--- config.mk ---
export PLATFORM = sky130hd
export DESIGN_NAME = pool_a1_cu
export DESIGN_NICKNAME = d
export VERILOG_FILES = /design/src/rtl/pool_a1_cu.sv
export SDC_FILE = /design/constraint.sdc
export NUM_CORES = 1
export LEC_CHECK = 0
export ABC_AREA = 1
export CORE_MARGIN = 5
export CORE_UTILIZATION = 35
export CTS_BUF_LIST = sky130_fd_sc_hd__clkbuf_16
export DETAILED_ROUTE_END_ITERATION = 7
export PLACE_DENSITY_LB_ADDON = 0.15
export SKIP_LAST_GASP = 1
export SLEW_MARGIN = 20
export SYNTH_ARGS = -nofsm -noshare
export SYNTH_HDL_FRONTEND = slang
export SYNTH_SLANG_ARGS = --single-unit
--- constraint.sdc ---
create_clock -name clk -period 2.6 [get_ports clk]
set_input_delay 0.52 -clock clk [delete_from_list [all_inputs] [get_ports clk]]
set_output_delay 0.52 -clock clk [all_outputs]
set_load 0.03 [all_outputs]
--- src/rtl/pool_a1_cu.sv ---
// Control unit for the first 2x2 average-pooling stage: walks a 28x28 input map window by window,
// strobes the pooling accumulator and hands 14x14 results to the next stage's ping-pong memory.
module pool_a1_cu #(
  parameter int DATA_WIDTH            = 32,
  parameter int IFM_SIZE              = 28,
  parameter int IFM_DEPTH             = 6,
  parameter int KERNAL_SIZE           = 2,
  parameter int PIPE_LATENCY          = 3,
  parameter int IFM_SIZE_NEXT         = IFM_SIZE / KERNAL_SIZE,
  parameter int ADDRESS_SIZE_IFM      = $clog2(IFM_SIZE * IFM_SIZE),
  parameter int ADDRESS_SIZE_NEXT_IFM = $clog2(IFM_SIZE_NEXT * IFM_SIZE_NEXT)
) (
  input  logic                             clk,
  input  logic                             reset,
  input  logic                             start_from_previous,
  input  logic                             end_from_next,
  output logic                             end_to_previous,
  output logic                             ifm_enable_read_current,
  output logic [ADDRESS_SIZE_IFM-1:0]      ifm_address_read_current,
  output logic                             ifm_sel_current,
  output logic                             pool_acc_clear,
  output logic                             pool_acc_enable,
  output logic                             ifm_enable_write_next,
  output logic [ADDRESS_SIZE_NEXT_IFM-1:0] ifm_address_write_next,
  output logic                             start_to_next,
  output logic                             ifm_sel_next,
  output logic                             layer_done,
  output logic                             ready
);

  localparam int KW = (KERNAL_SIZE > 1) ? $clog2(KERNAL_SIZE) : 1;
  localparam int CW = (IFM_SIZE_NEXT > 1) ? $clog2(IFM_SIZE_NEXT) : 1;
  localparam int DW = (PIPE_LATENCY > 1) ? $clog2(PIPE_LATENCY) : 1;
  localparam int MW = (IFM_DEPTH > 1) ? $clog2(IFM_DEPTH) : 1;

  localparam logic [KW-1:0] K_LAST = KW'(KERNAL_SIZE - 1);
  localparam logic [CW-1:0] C_LAST = CW'(IFM_SIZE_NEXT - 1);
  localparam logic [DW-1:0] D_LAST = DW'(PIPE_LATENCY - 1);
  localparam logic [MW-1:0] M_LAST = MW'(IFM_DEPTH - 1);
  localparam logic [ADDRESS_SIZE_NEXT_IFM-1:0] W_LAST =
    ADDRESS_SIZE_NEXT_IFM'(IFM_SIZE_NEXT * IFM_SIZE_NEXT - 1);

  typedef enum logic [1:0] {S_IDLE, S_WAIT_OUT, S_READ, S_DRAIN} mainState_t;
  typedef enum logic {O_IDLE, O_WAIT} outState_t;

  mainState_t r_state, w_stateNext;
  outState_t  r_oState, w_oStateNext;

  logic [KW-1:0] r_kx, r_ky;
  logic [CW-1:0] r_c, r_r;
  logic [DW-1:0] r_drainCnt;
  logic [MW-1:0] r_mapCnt;
  logic [PIPE_LATENCY-1:0] r_wrPipe;
  logic [ADDRESS_SIZE_NEXT_IFM-1:0] r_wrAddr;
  logic r_selCur, r_selNext, r_accEn, r_accClr;

  logic w_rdEn, w_lastElem, w_lastRead, w_drainDone, w_wrEn, w_wrTick, w_handoff;

  assign w_rdEn      = (r_state == S_READ);
  assign w_lastElem  = (r_kx == K_LAST) && (r_ky == K_LAST);
  assign w_lastRead  = w_lastElem && (r_c == C_LAST) && (r_r == C_LAST);
  assign w_drainDone = (r_state == S_DRAIN) && (r_drainCnt == D_LAST);
  assign w_wrEn      = r_wrPipe[PIPE_LATENCY-1];
  assign w_wrTick    = w_wrEn && (r_wrAddr == W_LAST);
  assign w_handoff   = (r_oState == O_WAIT) && end_from_next;

  assign ifm_address_read_current = ADDRESS_SIZE_IFM'(
    (KERNAL_SIZE * int'(r_r) + int'(r_ky)) * IFM_SIZE + KERNAL_SIZE * int'(r_c) + int'(r_kx));
  assign ifm_enable_read_current = w_rdEn;
  assign ifm_sel_current         = r_selCur;
  assign pool_acc_clear          = r_accClr;
  assign pool_acc_enable         = r_accEn;
  assign ifm_enable_write_next   = w_wrEn;
  assign ifm_address_write_next  = r_wrAddr;
  assign ifm_sel_next            = r_selNext;

  always_ff @(posedge clk or posedge reset) begin
    if (reset) begin
      r_state  <= S_IDLE;
      r_oState <= O_IDLE;
    end else begin
      r_state  <= w_stateNext;
      r_oState <= w_oStateNext;
    end
  end

  // A start that arrives while the previous result still awaits handoff parks in WAIT_OUT,
  // so the output bank is never overwritten before the next stage has taken it.
  always_comb begin
    w_stateNext = r_state;
    ready       = 1'b0;
    unique case (r_state)
      S_IDLE: begin
        ready = 1'b1;
        if (start_from_previous)
          w_stateNext = (r_oState == O_IDLE) ? S_READ : S_WAIT_OUT;
      end
      S_WAIT_OUT: if (r_oState == O_IDLE) w_stateNext = S_READ;
      S_READ:     if (w_lastRead) w_stateNext = S_DRAIN;
      S_DRAIN:    if (w_drainDone) w_stateNext = S_IDLE;
      default:    w_stateNext = S_IDLE;
    endcase
  end

  always_comb begin
    w_oStateNext    = r_oState;
    start_to_next   = 1'b0;
    layer_done      = 1'b0;
    end_to_previous = (r_state == S_IDLE) && (r_oState == O_IDLE);
    unique case (r_oState)
      O_IDLE: if (w_wrTick) w_oStateNext = O_WAIT;
      O_WAIT: begin
        if (end_from_next) begin
          start_to_next = 1'b1;
          layer_done    = (r_mapCnt == M_LAST);
          w_oStateNext  = O_IDLE;
        end
      end
      default: w_oStateNext = O_IDLE;
    endcase
  end

  // Window walk: kx fastest, then ky, then window column c, then window row r.
  always_ff @(posedge clk or posedge reset) begin
    if (reset) begin
      r_kx <= '0;
      r_ky <= '0;
      r_c  <= '0;
      r_r  <= '0;
    end else if (w_rdEn) begin
      if (r_kx != K_LAST) begin
        r_kx <= r_kx + 1'b1;
      end else begin
        r_kx <= '0;
        if (r_ky != K_LAST) begin
          r_ky <= r_ky + 1'b1;
        end else begin
          r_ky <= '0;
          if (r_c != C_LAST) begin
            r_c <= r_c + 1'b1;
          end else begin
            r_c <= '0;
            r_r <= (r_r == C_LAST) ? '0 : r_r + 1'b1;
          end
        end
      end
    end
  end

  always_ff @(posedge clk or posedge reset) begin
    if (reset) begin
      r_drainCnt <= '0;
      r_selCur   <= 1'b0;
    end else begin
      if (r_state == S_DRAIN)
        r_drainCnt <= w_drainDone ? '0 : r_drainCnt + 1'b1;
      else
        r_drainCnt <= '0;
      if (w_drainDone)
        r_selCur <= ~r_selCur;
    end
  end

  // Read data arrives one cycle after the address, so accumulator strobes are the read
  // controls delayed by one; the write strobe follows the datapath latency instead.
  always_ff @(posedge clk or posedge reset) begin
    if (reset) begin
      r_accEn  <= 1'b0;
      r_accClr <= 1'b0;
      r_wrPipe <= '0;
    end else begin
      r_accEn     <= w_rdEn;
      r_accClr    <= w_rdEn && (r_kx == '0) && (r_ky == '0);
      r_wrPipe[0] <= w_rdEn && w_lastElem;
      for (int i = 1; i < PIPE_LATENCY; i++)
        r_wrPipe[i] <= r_wrPipe[i-1];
    end
  end

  always_ff @(posedge clk or posedge reset) begin
    if (reset) begin
      r_wrAddr  <= '0;
      r_selNext <= 1'b0;
      r_mapCnt  <= '0;
    end else begin
      if (w_wrEn)
        r_wrAddr <= w_wrTick ? '0 : r_wrAddr + 1'b1;
      if (w_handoff) begin
        r_selNext <= ~r_selNext;
        r_mapCnt  <= (r_mapCnt == M_LAST) ? '0 : r_mapCnt + 1'b1;
      end
    end
  end

endmodule

==> results of run 1 <==
-- per-stage QoR --
step	setup slack, ns	hold WS [ns]	instance area [um2]	cells	power (W)
final	-0.581	0.341	2940	374	0.00293
after global routing	-0.661	0.351	2940	374	0.00314
after CTS	-0.532	0.343	2900	372	0.00297
after detailed placement	-0.306	0.336	2670	364	0.00221
after global placement	-0.259	0.333	2670	364	0.00220
after floorplan	-0.200	0.331	2170	243	0.00174
-- routing by layer --
metal / part of all wire, % / up-vias / routed length [um] / track usage (%)
li1: - / 883 / - / -
met1: 47 / 811 / 2000 / 15.9
met2: 47 / 24 / 2010 / 19.9
met3: 4.3 / 6 / 182 / 2.92
met4: 1.4 / 0 / 59 / 5.86
met5: 0 / - / 0 / 0
-- what timing repair did --
item,CTS,global route
pin swaps,5,7
hold buffers,0,0
resized for setup,12,8
endpoints found under the setup margin,6,6
setup buffers,0,2
-- kinds of logic after synthesis --
logic type / Yosys count
AND/OR/NAND/NOR: 110
adder cells (fa/ha/maj): 24
AO/OA/AOI/OAI: 24
flip-flops: 33
buffers and inverters: 40
XOR/XNOR: 12
-- final cells by class --
type	instances	area, um2	area share, %
Timing Repair Buffer	51	462	15.7
Tap cell	75	93.8	3.19
Multi-Input combinational cell	170	1250	42.4
Clock inverter	3	46.3	1.57
Clock buffer	5	125	4.26
Inverter	37	139	4.72
Sequential cell	33	828	28.2
-- critical path, cell delays in order (launching register included) --
cell     delay [ns]
dfrtp_2        0.43
fa_1           0.60
ha_4           0.16
inv_2          0.04
fa_2           0.41
xnor2_4        0.18
nand3_2        0.13
nor2_4         0.14
nand3_2        0.10
nand2_4        0.06
buf_4          0.14
-- path summary, 6_finish.rpt --
path | endpoint | slack, ns | start | depth (start not counted)
min | r_wrPipe[1] | 0.34 | r_wrPipe[0] | 0
max reg2reg | r_state[0] | 0.89 | r_r[1] | 12
min reg2reg | r_wrPipe[1] | 0.34 | r_wrPipe[0] | 0
max in group asynchronous | r_r[0] | 1.63 | reset | 3
max | ifm_address_read_current[9] | -0.58 | r_r[0] | 10
min in group asynchronous | ifm_sel_current | 0.63 | reset | 3
-- registers in the layout, summed over array words and instances, names as in the netlist --
name	cells
r_c	4
pool_acc_enable	1
r_mapCnt	3
r_ky	1
ifm_sel_next	1
ifm_address_write_next	8
r_oState	1
pool_acc_clear	1
r_drainCnt	2
r_kx	1
r_r	4
ifm_sel_current	1
r_wrPipe	3
r_state	2
-- power groups by stage --
stage / sequential (W) / combinational (W) / clock, W
floorplan: 0.000901 / 0.000839 / 0
global placement: 0.000827 / 0.00137 / 0
detailed placement: 0.000830 / 0.00138 / 0
CTS: 0.000826 / 0.00145 / 0.000695
global route: 0.000851 / 0.00157 / 0.000723
finish: 0.000825 / 0.00143 / 0.000673
-- cells in the final DEF, fill, tap and decap left out, drive strengths merged, types with 2 or more instances in the layout --
cell           count
nand3b             2
nor3               9
xor2               8
fa                 6
nand2             54
dfrtp             33
clkbuf             5
buf               27
o21ai              8
nand4              3
nand3             18
xnor2              4
a21oi             13
ha                18
clkdlybuf4s50     24
inv               37
nor2              22
==> results.yml, run 1 <==
run_status:
  outcome: "complete, but fails checks"
  violations: "setup timing"
synthesis:
  synthSimpleGateAreaFrac_pct: 25.1
  postSynth.asyncResetShare_pct: 100
  muxShareOfSynthArea_pct: 0
  syn_nets: 271
  yosys-top-cells-count: "nand2_1, inv_1, dfrtp_1"
  yosysTopAreaCellShare_pct: 39.2
  ys_ff_latch: 33
  yosysWarnings: 0
  synth-seq-area-share_pct: 39.2
  syn_area_mm2: 0.00211
  synth_top_cells_by_area: "dfrtp_1, ha_1, nand2_1"
  yosysMostFrequentCell: "nand2_1"
  synth_cell_types: 29
  synth_enable_flop_cells: 0
  synthCells: 243
  synth_top_family_by_area: "simple AND/OR/NAND/NOR gates"
  synthAdderAreaFrac_pct: 16.4
  avgSynthCellArea_um2: 8.67
  synth_xor_area_share_pct: 5.34
  ys.flop_type: "dfrtp_1"
  synth_compound_area_share_pct: 6.29
  synth_area_leader_cell: "dfrtp_1"
die:
  dieArea_mm2: 0.00767
  ios: 32
  fp-row-count: 28
  core_area_mm2: 0.00589
  die_h_um: 87.6
  chipWidth_um: 87.6
  start_util_pct: 35.8
sta:
  fin_worst_skew_ns: 0.00526
  relSlewSlack_pct: 71.7
  drv_slew: 0
  setup_viol_count_final: 6
  hold_viol_final: 0
  tns_ns: -2.72
  period_minus_slack_ns: 3.18
  min_period_over_period_pct: 122
  grt_setup_unrepaired: "yes"
  worst_slew_pin_slew_ns: 0.425
  fmax_ghz: 0.314
  timing.final.ws_setup_ns: -0.581
clock_network:
  clock_sinks: 33
  cts_tree: "done"
  cts_max_level: 2
  cts_max_path_buffers: 2
  clk_root_buffer_cell: "clkbuf_16"
  clk_pin_slew_ns: 0.06
  clk_latency_ns: 0.28
  numCtsBuffers: 5
power:
  p_seq_share_pct: 28.2
  vdd_drop_max_mv: 0.647
  power_switching_w: 0.00120
  clockPowerShare_pct: 23.0
  pwr-share-comb_pct: 48.8
  powerDensity_mw_per_mm2: 995
  intPower_w: 0.00172
  p_leak_nw: 1.45
  netSwitchingFraction_pct: 41.1
finish:
  final_nets: 326
  layout-drive-gt1-share_pct: 24.7
  diodes: 0
  fin_util_pct: 50.0
  fillers: 575
  syn2layout_area_growth_pct: 39.5
detailed_routing:
  drt-initial-drc-count: 55
  wl_per_cell_um: 11.4
  routed-via-count: 1724
  wirelength_um: 4250
  vias_per_cell: 4.61
  remaining_drc_errors: 0
  drt_first_pass_iters: 4
  ant_nets: 0
placement:
  gp_congestion: 0.764
  portBuffers: 31
  dp_hpwl_um: 3190
worst_setup_path:
  critical_path_class: "flip-flop to primary output"
  cp_data_arrival_time_ns: 2.66
  worst_setup_path_end_kind: "primary output"
  required_ns: 2.08
  startpoint_type: "flip-flop"
  cp_max_fo: 3
hold_path:
  hold_path.class: "flip-flop to flip-flop"
global_route:
  grtUsageTotal_pct: 12.5
  grt_pass1_vias: 1718
  antenna_found_initial: 0
  grt_max_degree: 34
  grt_overflow: 0
  grt_pass1_wl_um: 7490
run:
  cap_violations: 0
Note: power is estimated with default switching activity, not from simulation.
==> run 2, diff against run 1 <==
--- a/config.mk
+++ b/config.mk
@@ -8,5 +8,5 @@
 export ABC_AREA = 1
 export CORE_MARGIN = 5
-export CORE_UTILIZATION = 35
+export CORE_UTILIZATION = 49
 export CTS_BUF_LIST = sky130_fd_sc_hd__clkbuf_16
 export DETAILED_ROUTE_END_ITERATION = 7
==> constraint.sdc (replaced) <==
create_clock -name clk -period 2.6 [get_ports clk]
set_input_delay 0.52 -clock clk [delete_from_list [all_inputs] [get_ports clk]]
set_output_delay 0.52 -clock clk [all_outputs]
set_load 0.01 [all_outputs]
==> run 2 against run 1 <==
Effect of this change: the run still ends with setup timing left; critical path depth increased by 1; worst hold slack improved by 0.012 ns; register-to-register slack improved by 0.08 ns; count of clock-buffer cells in the layout unchanged; routed wire length down 2.8%; sequential share of layout area rose by 1.3 points; clock power is 5.2% lower; cell count is 7.2% lower; total power decreased by 11%; setup slack better by 0.16 ns; core utilization up 19 points; sequential cell count stayed put; critical path type unchanged.
==> results.yml, run 2 (synthesis results as in run 1) <==
finish:
  layout-drive-gt1-share_pct: 21.5
  layout_commonest_cell: "nand2_1"
  final_nets: 324
  final_cell_mix: "nand2_1, inv_1, dfrtp_1, clkdlybuf4s50_1, buf_4"
  fin_area_mm2: 0.00282
  diodes: 0
  syn2layout_area_growth_pct: 33.7
  fillers: 341
  largest_register_ffs: 8
worst_setup_path:
  path_cells: "fa_1 -> ha_4 -> inv_2 -> fa_2 -> xnor2_4 -> nand3_2 -> inv_2 -> nand3_2 -> nand2_2 -> nand2_2 -> buf_6"
  cpPeakStageDelay_ns: 0.58
  worst_setup_path_end_kind: "primary output"
  reg2reg_depth: 7
  critPathSlowestCell: "fa_1"
  reg2reg_setup_slack_ns: 0.97
  required_ns: 2.08
  cp_max_fo: 3
  timing.rr.start: "r_state[0]"
  reg2reg_to: "r_r[2]"
  startpoint_type: "flip-flop"
  critical_path_class: "flip-flop to primary output"
  cp_data_arrival_time_ns: 2.51
placement:
  placed_area_mm2: 0.00260
  gp_congestion: 0.837
  dp_hpwl_um: 3060
  portBuffers: 31
global_route:
  grt_pass1_wl_um: 7130
  grt_overflow: 0
  grtUsageTotal_pct: 16.2
  grt_pass1_vias: 1650
  grt_max_degree: 34
  antenna_found_initial: 0
run_status:
  outcome: "complete, but fails checks"
  violations: "setup timing"
clock_network:
  clk_root_buffer_cell: "clkbuf_16"
  clk_latency_ns: 0.27
  cts_max_path_buffers: 2
  clock_sinks: 33
  clk_pin_slew_ns: 0.05
  cts_tree: "done"
  numCtsBuffers: 5
  cts_max_level: 2
hold_path:
  min_path_cells: 0
  hold_path_startpoint: "r_wrPipe[1]"
  min_to: "r_wrPipe[2]"
  hold_path.class: "flip-flop to flip-flop"
detailed_routing:
  remaining_drc_errors: 0
  drt_first_pass_iters: 4
  wl_per_cell_um: 11.9
  drt-initial-drc-count: 67
  ant_nets: 0
  vias_per_cell: 4.97
  wirelength_um: 4130
  routed-via-count: 1723
die:
  ios: 32
  die_h_um: 75.6
  fp-row-count: 23
  chipWidth_um: 75.6
  start_util_pct: 51.6
  core_area_mm2: 0.00409
  dieArea_mm2: 0.00571
power:
  p_leak_nw: 1.43
  vdd_drop_max_mv: 0.750
  powerDensity_mw_per_mm2: 921
sta:
  worst_slew_pin_slew_ns: 0.411
  fmax_ghz: 0.331
  setup_viol_count_final: 6
  min_period_over_period_pct: 116
  tns_ns: -1.89
  relSlewSlack_pct: 72.6
  timing.final.ws_setup_ns: -0.425
  drv_slew: 0
  period_minus_slack_ns: 3.03
  fin_worst_skew_ns: 0.00323
  hold_viol_final: 0
  grt_setup_unrepaired: "yes"
run:
  cap_violations: 0
## run 2: cell count changes in the layout (fill, tap and decap cells not counted), sizes merged
cell | previous run | this run
buf | 27 | 24
clkinvlp | 1 | 0
dlygate4sd2 | 0 | 1
inv | 37 | 38
## run 2: worst max path at each step
stage / cells after the start / slack (ns) / start / endpoint
after global placement: 10 / -0.56 / r_r[0] / ifm_address_read_current[9]
after CTS: 11 / -0.51 / r_r[0] / ifm_address_read_current[9]
after floorplan: 9 / -0.1 / r_ky / ifm_address_read_current[9]
after detailed placement: 10 / -0.62 / r_r[1] / ifm_address_read_current[9]
after global routing: 13 / -0.56 / r_r[0] / ifm_address_read_current[9]
final: 11 / -0.43 / r_ky / ifm_address_read_current[9]
## run 2: per-layer routing
layer / vias up / GRT usage [%] / part of all wire, %
li1: 877 / - / -
met2: 28 / 26.8 / 48
met3: 2 / 3.83 / 4.5
met4: 0 / 4.27 / 0.65
met5: - / 0 / 0
met1: 816 / 21.2 / 47
## run 2: final cells by class
class                      instances  area [um2]  area share [%]
clock buffer                       5         125            4.44
clock inverter                     3        37.5            1.33
inverter                          37         139            4.93
multi-input combinational        170        1200            42.5
sequential                        33         830            29.4
tap                               50        62.6            2.22
timing repair buffer              49         428            15.2
## run 2: worst max-delay path, delay by kind of cell, from the launching register on
kind          cells  cell delay [ns]
xor+xnor          1             0.18
flops             1             0.42
simple gates      4             0.31
fa+ha+maj         3             1.11
buf+inv           3             0.23
## run 2: what timing repair did
action,in CTS,in global routing
endpoints found under the setup margin,7,6
setup buffers,1,0
pin swaps,12,12
gates resized for setup,36,8
endpoints found under the hold margin,0,0
hold buffers,0,0
## run 2: where the power goes
group	switching [W]	internal [W]
Sequential	0.000162	0.000670
Combinational	0.000565	0.000562
Clock	0.000193	0.000444
## run 2: metrics by stage
stage / hold WS (ns) / std cells / setup slack [ns] / util, % / total power [W]
CTS: 0.361 / 347 / -0.506 / 68.0 / 0.00259
finish: 0.354 / 347 / -0.425 / 69.0 / 0.00260
global placement: 0.333 / 338 / -0.558 / 63.6 / 0.00193
floorplan: 0.331 / 243 / -0.0980 / - / 0.00146
detailed placement: 0.336 / 338 / -0.623 / 63.6 / 0.00196
global route: 0.370 / 347 / -0.559 / 69.0 / 0.00279
